[src/rtl/avalon_addr_seq_pkg.sv]
`default_nettype none
// ============================================================================
// Module   : avalon_addr_seq_pkg
// Purpose  : Shared register offsets, CONTROL/STATUS bit positions and the
//            sequencer state encoding for avalon_addr_sequencer.
// Ports    : none (package)
// Revision : 1.0 - initial release
// ============================================================================
package avalon_addr_seq_pkg;

  // Register word offsets
  localparam logic [2:0] REG_DATA    = 3'd0;
  localparam logic [2:0] REG_BASE    = 3'd1;
  localparam logic [2:0] REG_COUNT   = 3'd2;
  localparam logic [2:0] REG_STRIDE  = 3'd3;
  localparam logic [2:0] REG_CONTROL = 3'd4;
  localparam logic [2:0] REG_STATUS  = 3'd5;
  localparam logic [2:0] REG_REMAIN  = 3'd6;
  localparam logic [2:0] REG_RSVD    = 3'd7;

  // CONTROL bit positions
  localparam int CTRL_START  = 0;
  localparam int CTRL_STOP   = 1;
  localparam int CTRL_WRAP   = 2;
  localparam int CTRL_IRQ_EN = 3;

  // STATUS bit positions
  localparam int STAT_BUSY = 0;
  localparam int STAT_DONE = 1;

  // Sequencer states
  typedef enum logic [0:0] {
    ST_IDLE = 1'b0,
    ST_RUN  = 1'b1
  } seq_state_e;

endpackage
`default_nettype wire

[src/rtl/addr_seq_core.sv]
`default_nettype none
// ============================================================================
// Module   : addr_seq_core
// Purpose  : IDLE/RUN state machine, address accumulator and REMAIN counter.
// Ports    : clk, reset_n      - clock, async active-low reset
//            start, stop       - CONTROL pulses (stop has priority)
//            step              - advance request from the sample engine
//            data_wr, data_in  - direct DATA write (honoured only when idle)
//            wrap              - reload from shadows at end of pass
//            base/stride/count - shadow register values
//            out_addr, remain  - current address, steps left
//            busy              - high in RUN
//            done_set          - one-cycle pulse: pass finished / empty start
// Revision : 1.0 - initial release
// ============================================================================
module addr_seq_core
  import avalon_addr_seq_pkg::*;
#(
  parameter int          DATA_W      = 20,
  parameter int          CNT_W       = 16,
  parameter logic [31:0] RESET_VALUE = 32'd0
) (
  input  logic              clk,
  input  logic              reset_n,
  input  logic              start,
  input  logic              stop,
  input  logic              step,
  input  logic              data_wr,
  input  logic [DATA_W-1:0] data_in,
  input  logic              wrap,
  input  logic [DATA_W-1:0] base,
  input  logic [DATA_W-1:0] stride,
  input  logic [CNT_W-1:0]  count,
  output logic [DATA_W-1:0] out_addr,
  output logic [CNT_W-1:0]  remain,
  output logic              busy,
  output logic              done_set
);

  seq_state_e        state_q,  state_d;
  logic [DATA_W-1:0] addr_q,   addr_d;
  logic [CNT_W-1:0]  remain_q, remain_d;
  // Stride latched at the start of a pass so shadow writes mid-pass are inert.
  logic [DATA_W-1:0] stride_q, stride_d;

  always_comb begin
    state_d  = state_q;
    addr_d   = addr_q;
    remain_d = remain_q;
    stride_d = stride_q;
    done_set = 1'b0;
    case (state_q)
      ST_IDLE: begin
        if (data_wr) begin
          addr_d = data_in;
        end
        if (start && !stop) begin
          if (count != '0) begin
            addr_d   = base;
            remain_d = count;
            stride_d = stride;
            state_d  = ST_RUN;
          end else begin
            done_set = 1'b1;
          end
        end
      end
      ST_RUN: begin
        if (stop) begin
          state_d = ST_IDLE;
        end else if (step) begin
          if (remain_q > CNT_W'(1)) begin
            addr_d   = addr_q + stride_q;
            remain_d = remain_q - CNT_W'(1);
          end else begin
            done_set = 1'b1;
            if (wrap && (count != '0)) begin
              // Reload picks up whatever software staged in the shadows.
              addr_d   = base;
              remain_d = count;
              stride_d = stride;
            end else begin
              remain_d = '0;
              state_d  = ST_IDLE;
            end
          end
        end
      end
      default: state_d = ST_IDLE;
    endcase
  end

  always_ff @(posedge clk or negedge reset_n) begin
    if (!reset_n) begin
      state_q  <= ST_IDLE;
      addr_q   <= RESET_VALUE[DATA_W-1:0];
      remain_q <= '0;
      stride_q <= '0;
    end else begin
      state_q  <= state_d;
      addr_q   <= addr_d;
      remain_q <= remain_d;
      stride_q <= stride_d;
    end
  end

  assign out_addr = addr_q;
  assign remain   = remain_q;
  assign busy     = (state_q == ST_RUN);

endmodule
`default_nettype wire

[src/rtl/avalon_addr_sequencer.sv]
`default_nettype none
// ============================================================================
// Module   : avalon_addr_sequencer
// Purpose  : Avalon-MM slave that drives an address bus either from direct
//            software writes or by stepping BASE + n*STRIDE for COUNT steps.
// Ports    : clk, reset_n                    - clock, async active-low reset
//            address, chipselect, write_n,
//            writedata, readdata             - Avalon-MM slave, 0 wait states
//            step                            - advance request
//            out_port                        - current address
//            busy                            - sequencing in progress
//            irq                             - DONE & IRQ_EN, level
// Revision : 1.0 - initial release
// ============================================================================
module avalon_addr_sequencer
  import avalon_addr_seq_pkg::*;
#(
  parameter int          DATA_W      = 20,
  parameter int          CNT_W       = 16,
  parameter logic [31:0] RESET_VALUE = 32'd0
) (
  input  logic              clk,
  input  logic              reset_n,
  input  logic [2:0]        address,
  input  logic              chipselect,
  input  logic              write_n,
  input  logic [31:0]       writedata,
  output logic [31:0]       readdata,
  input  logic              step,
  output logic [DATA_W-1:0] out_port,
  output logic              busy,
  output logic              irq
);

  logic              wr;
  logic              wr_ctrl;
  logic              start;
  logic              stop;
  logic              done_set;
  logic [CNT_W-1:0]  remain;

  logic [DATA_W-1:0] base_q,   base_d;
  logic [CNT_W-1:0]  count_q,  count_d;
  logic [DATA_W-1:0] stride_q, stride_d;
  logic              wrap_q,   wrap_d;
  logic              irq_en_q, irq_en_d;
  logic              done_q,   done_d;

  // Upper writedata bits beyond DATA_W/CNT_W are intentionally dropped.
  logic unused_wdata;
  assign unused_wdata = &{1'b0, writedata};

  assign wr      = chipselect & ~write_n;
  assign wr_ctrl = wr && (address == REG_CONTROL);
  assign start   = wr_ctrl & writedata[CTRL_START];
  assign stop    = wr_ctrl & writedata[CTRL_STOP];

  always_comb begin
    base_d   = base_q;
    count_d  = count_q;
    stride_d = stride_q;
    wrap_d   = wrap_q;
    irq_en_d = irq_en_q;
    done_d   = done_q;
    if (wr) begin
      case (address)
        REG_BASE:    base_d   = writedata[DATA_W-1:0];
        REG_COUNT:   count_d  = writedata[CNT_W-1:0];
        REG_STRIDE:  stride_d = writedata[DATA_W-1:0];
        REG_CONTROL: begin
          wrap_d   = writedata[CTRL_WRAP];
          irq_en_d = writedata[CTRL_IRQ_EN];
        end
        REG_STATUS:  if (writedata[STAT_DONE]) done_d = 1'b0;
        default:     ;
      endcase
    end
    // A completion in the same cycle as a clear must not be lost.
    if (done_set) begin
      done_d = 1'b1;
    end
  end

  always_ff @(posedge clk or negedge reset_n) begin
    if (!reset_n) begin
      base_q   <= '0;
      count_q  <= '0;
      stride_q <= '0;
      wrap_q   <= 1'b0;
      irq_en_q <= 1'b0;
      done_q   <= 1'b0;
    end else begin
      base_q   <= base_d;
      count_q  <= count_d;
      stride_q <= stride_d;
      wrap_q   <= wrap_d;
      irq_en_q <= irq_en_d;
      done_q   <= done_d;
    end
  end

  addr_seq_core #(
    .DATA_W      (DATA_W),
    .CNT_W       (CNT_W),
    .RESET_VALUE (RESET_VALUE)
  ) u_core (
    .clk      (clk),
    .reset_n  (reset_n),
    .start    (start),
    .stop     (stop),
    .step     (step),
    .data_wr  (wr && (address == REG_DATA)),
    .data_in  (writedata[DATA_W-1:0]),
    .wrap     (wrap_q),
    .base     (base_q),
    .stride   (stride_q),
    .count    (count_q),
    .out_addr (out_port),
    .remain   (remain),
    .busy     (busy),
    .done_set (done_set)
  );

  always_comb begin
    readdata = 32'd0;
    case (address)
      REG_DATA:    readdata = 32'(out_port);
      REG_BASE:    readdata = 32'(base_q);
      REG_COUNT:   readdata = 32'(count_q);
      REG_STRIDE:  readdata = 32'(stride_q);
      REG_CONTROL: readdata = 32'({irq_en_q, wrap_q, 2'b00});
      REG_STATUS:  readdata = 32'({done_q, busy});
      REG_REMAIN:  readdata = 32'(remain);
      default:     readdata = 32'd0;
    endcase
  end

  assign irq = done_q & irq_en_q;

endmodule
`default_nettype wire

[config.mk]
export PLATFORM = sky130hd
export DESIGN_NAME = avalon_addr_sequencer
export DESIGN_NICKNAME = d
export VERILOG_FILES = /design/src/rtl/avalon_addr_seq_pkg.sv /design/src/rtl/addr_seq_core.sv /design/src/rtl/avalon_addr_sequencer.sv
export SDC_FILE = /design/constraint.sdc
export NUM_CORES = 1
export LEC_CHECK = 0
export ABC_CLOCK_PERIOD_IN_PS = 3600
export BUFFER_PORTS_ARGS = -buffer_cell sky130_fd_sc_hd__buf_2
export CAP_MARGIN = 20
export CORE_UTILIZATION = 60
export DETAILED_ROUTE_END_ITERATION = 10
export PLACE_DENSITY = 0.83
export SYNTH_ARGS = -nofsm -noshare
export SYNTH_HDL_FRONTEND = slang
export SYNTH_SLANG_ARGS = --single-unit
[constraint.sdc]
create_clock -name clk -period 3.6 [get_ports clk]
set_input_delay 0.18 -clock clk [delete_from_list [all_inputs] [get_ports clk]]
set_output_delay 0.18 -clock clk [all_outputs]
set_load 0.005 [all_outputs]
==> results by group <==
Critical path
  – Critical path buffers and inverters: 1
  – Class of the most critical setup path: flop to flop
  – Launching element type of the critical path: flop
  – Endpoint arrival time on the critical path: 3.51 ns
  – Crit-path cells: ha_1 -> inv_1 -> fa_1 -> nor2b_1 -> o31a_1 -> o311ai_0 -> a31oi_1 -> xor2_1 -> a221oi_1 -> a21oi_1
  – Required time reported for the critical path endpoint: 3.86 ns
  – Worst stage delay on the critical path: 0.75 ns
  – Critical path capture point type: flop
  – Cells on worst reg2reg path: 10
  – Critical Path Slowest Stage Cell: sky130_fd_sc_hd__o311ai_0
  – Logic depth of the worst path, buffers included: 10
  – Largest driver fanout on the critical path: 4
  – Top cell family by delay on the critical path: compound AO/OA/AOI/OAI gates

Routing
  – Count of TritonRoute iterations in the first routing pass: 6
  – Routed wirelength normalized by instance count: 22.1 µm
  – Antenna-violating nets left: 0
  – First DRT Iteration DRCs: 662
  – Average via count per standard cell: 6.78
  – DRC violations left: 0
  – Total vias in the final route: 6,193
  – Final wirelength: 20.2 mm

Synthesis
  – Cell area after technology mapping: 6880 µm²
  – Average cell area after synthesis: 10.0 µm²
  – Cell variety after synth: 64
  – Sequential element share of the synthesized area: 0.422
  – Syn Inst Count: 687
  – Top area cells in the synthesized netlist: sky130_fd_sc_hd__dfrtp_1, sky130_fd_sc_hd__mux2_2, sky130_fd_sc_hd__nand2_1, sky130_fd_sc_hd__mux4_2, sky130_fd_sc_hd__ha_1
  – Largest area contributor in the netlist: sky130_fd_sc_hd__dfrtp_1
  – Most instantiated flip-flop cell in the synthesis netlist: sky130_fd_sc_hd__dfrtp_1
  – Number of enable-type register cells in the synthesized netlist: 0
  – Syn. warnings: 0
  – Share of the synthesized area in the top cell type: 0.422
  – Flop and latch count out of synthesis: 116
  – Share of flip-flops with an asynchronous set or reset after synthesis: 1.00

Global route
  – First-pass GRT wire length: 31.7 mm
  – Global router's overall resource usage: 0.366
  – Antenna violations before repair: 0
  – Pin count of the biggest net entering global routing: 73
  – Grt total ovfl: 0
  – Number of global-route vias before repair: 6,086

Finish
  – Post-layout net count: 822
  – Core utilization of the finished layout: 0.722
  – Relative area change from synthesis to final layout: 15.4%
  – Final non-filler cell area: 7930 µm²
  – Most frequent cells in the layout: sky130_fd_sc_hd__dfrtp_1, sky130_fd_sc_hd__nand2_1, sky130_fd_sc_hd__buf_2
  – Most frequent standard cell in the layout excluding fill and tap cells: sky130_fd_sc_hd__dfrtp_1
  – Fraction of final layout cells sized beyond drive strength 1: 0.269
  – Number of antenna repair diodes: 0

Timing
  – Fin Clk Skew: 0.0111 ns
  – Share of the cycle needed by the critical path after routing: 0.900
  – Max-slew violation count: 0
  – Worst path setup slack after routing: 0.359 ns
  – # setup viols final: 0
  – Number of hold violations in the final report: 0
  – Tightest slew margin relative to the limit: 0.339
  – Final-layout setup total negative slack: 0 ns
  – Unrepaired setup endpoints after global routing: false
  – Post-layout minimum cycle time: 3.24 ns
  – Maximum clock frequency: 309 MHz
  – Worst Tran Pin Value: 0.991 ns

Floorplanning
  – Top Ports: 94
  – DIE HEIGHT: 109 µm
  – Horizontal die dimension: 109 µm
  – Core Area: 11,000 µm²
  – Die area: 11,900 µm²
  – Effective utilization at floorplan: 0.626
  – FP Rows: 38

Run status
  – Run status: completed

Pwr
  – Worst vdd rail ir drop: 0.000565 V
  – Static leakage: 3.68 nW
  – Power density normalized to cell area: 821 nW/µm²

Run
  – Number of violations of the max-capacitance limit: 0

Clocking
  – Insertion delay to the later sink of the worst-skew pair: 0.42 ns
  – CTS H-Tree Depth: 4
  – TritonCTS clock tree: yes
  – CTS Sinks: 116
  – Clock buffers created by TritonCTS: 17
  – CTS clock-pin slew for the worst setup and hold paths: 0.06 ns
  – Buffers from clock root to sink, at most: 2
  – CTS root buffer: sky130_fd_sc_hd__clkbuf_16

Place
  – Instance area after placement: 7340 µm²
  – Half-perimeter wire length after detailed placement: 13.8 mm
  – Post-placement worst setup slack: 0.569 ns
  – Final weighted congestion of routability-driven global placement: 0.995
  – Count of input and output buffers: 69

Worst hold path
  – Class of the most critical hold timing path: input port to flop
  – Number of instances on the worst hold path: 2
-- cell families (layout without fill, tap and decap cells) --
family	after synthesis	after routing	share of synthesized area
simple gates	201	201	0.133
compound gates	189	189	0.183
flops	116	116	0.422
mux	82	82	0.156
buf+inv	62	137	0.0459
fa+ha+maj	22	22	0.0411
xor+xnor	14	14	0.0178
other cells	1	12	0.000545
-- Yosys cell counts, drive strengths merged, types with 3 or more instances --
cell / n
o22ai: 4
nor3: 10
o21ai: 57
nor2: 37
mux2i: 5
a222oi: 6
o221ai: 3
and2: 5
nor3b: 4
nand2: 97
a31oi: 7
clkbuf: 20
a21o: 7
xor2: 9
a21oi: 37
inv: 14
ha: 21
a32oi: 4
a221oi: 6
o31ai: 4
nor4: 11
a211oi: 6
o21bai: 4
or3: 4
dfrtp: 116
mux4: 14
nand4: 5
nand3: 10
a22oi: 13
o21a: 4
nor2b: 8
buf: 28
nand2b: 3
a22o: 12
xnor2: 5
mux2: 63
-- what timing repair did --
action,in CTS,in global routing
endpoints found under the hold margin,70,0
gates resized for setup,0,0
buffers inserted,0,0
hold buffers,1,0
-- stage by stage --
| step | cells | hold WS (ns) | power (mW) |
|---|---|---|---|
| after floorplan | 698 | -0.116 | 3.95 |
| after global placement | 880 | 0.364 | 4.63 |
| after global routing | 913 | 0.0206 | 6.88 |
| after CTS | 913 | 0.0179 | 6.44 |
| after detailed placement | 880 | 0.374 | 4.78 |
| final | 913 | 0.0269 | 6.51 |
-- state kept, by name (all words and copies together), names as in the netlist --
| name | count |
|---|---|
| stride_q | 20 |
| done_q | 1 |
| base_q | 20 |
| u_core.stride_q | 20 |
| u_core.out_addr | 20 |
| count_q | 16 |
| wrap_q | 1 |
| u_core.busy | 1 |
| irq_en_q | 1 |
| u_core.remain | 16 |
-- path summary, 6_finish.rpt --
kind / start / endpoint / slack [ns]
max: u_core.out_addr[0] / u_core.out_addr[14] / 0.36
min: writedata[17] / stride_q[17] / 0.03
max reg2reg: u_core.out_addr[0] / u_core.out_addr[14] / 0.36
min reg2reg: u_core.stride_q[6] / u_core.stride_q[6] / 0.49
max in group asynchronous: reset_n / u_core.remain[13] / 2.23
min in group asynchronous: reset_n / u_core.remain[3] / 0.46
-- report_power, final --
part	leakage, nW	internal [mW]	switching [mW]	total [mW]
sequential	1.44	1.76	0.513	2.27
combinational	1.97	1.16	1.46	2.62
clock	0.268	0.989	0.633	1.62
-- area by class of cell --
type	count	area, µm²
flip-flops and latches	116	2900
clock buffers	19	453
multi-input cells	520	3710
fillers	751	3050
well taps	140	175
clock inverters	13	125
inverters	14	52.6
repair buffers	91	515
-- routing by layer --
metal / track usage / vias to the layer above / routed length, µm / part of all wire
li1: - / 2687 / - / -
met1: 0.462 / 3020 / 7750 / 0.38
met2: 0.550 / 403 / 9300 / 0.46
met3: 0.122 / 83 / 2300 / 0.11
met4: 0.208 / 0 / 798 / 0.040
met5: 0 / - / 0 / 0
Power figures use the tool's default switching activity.
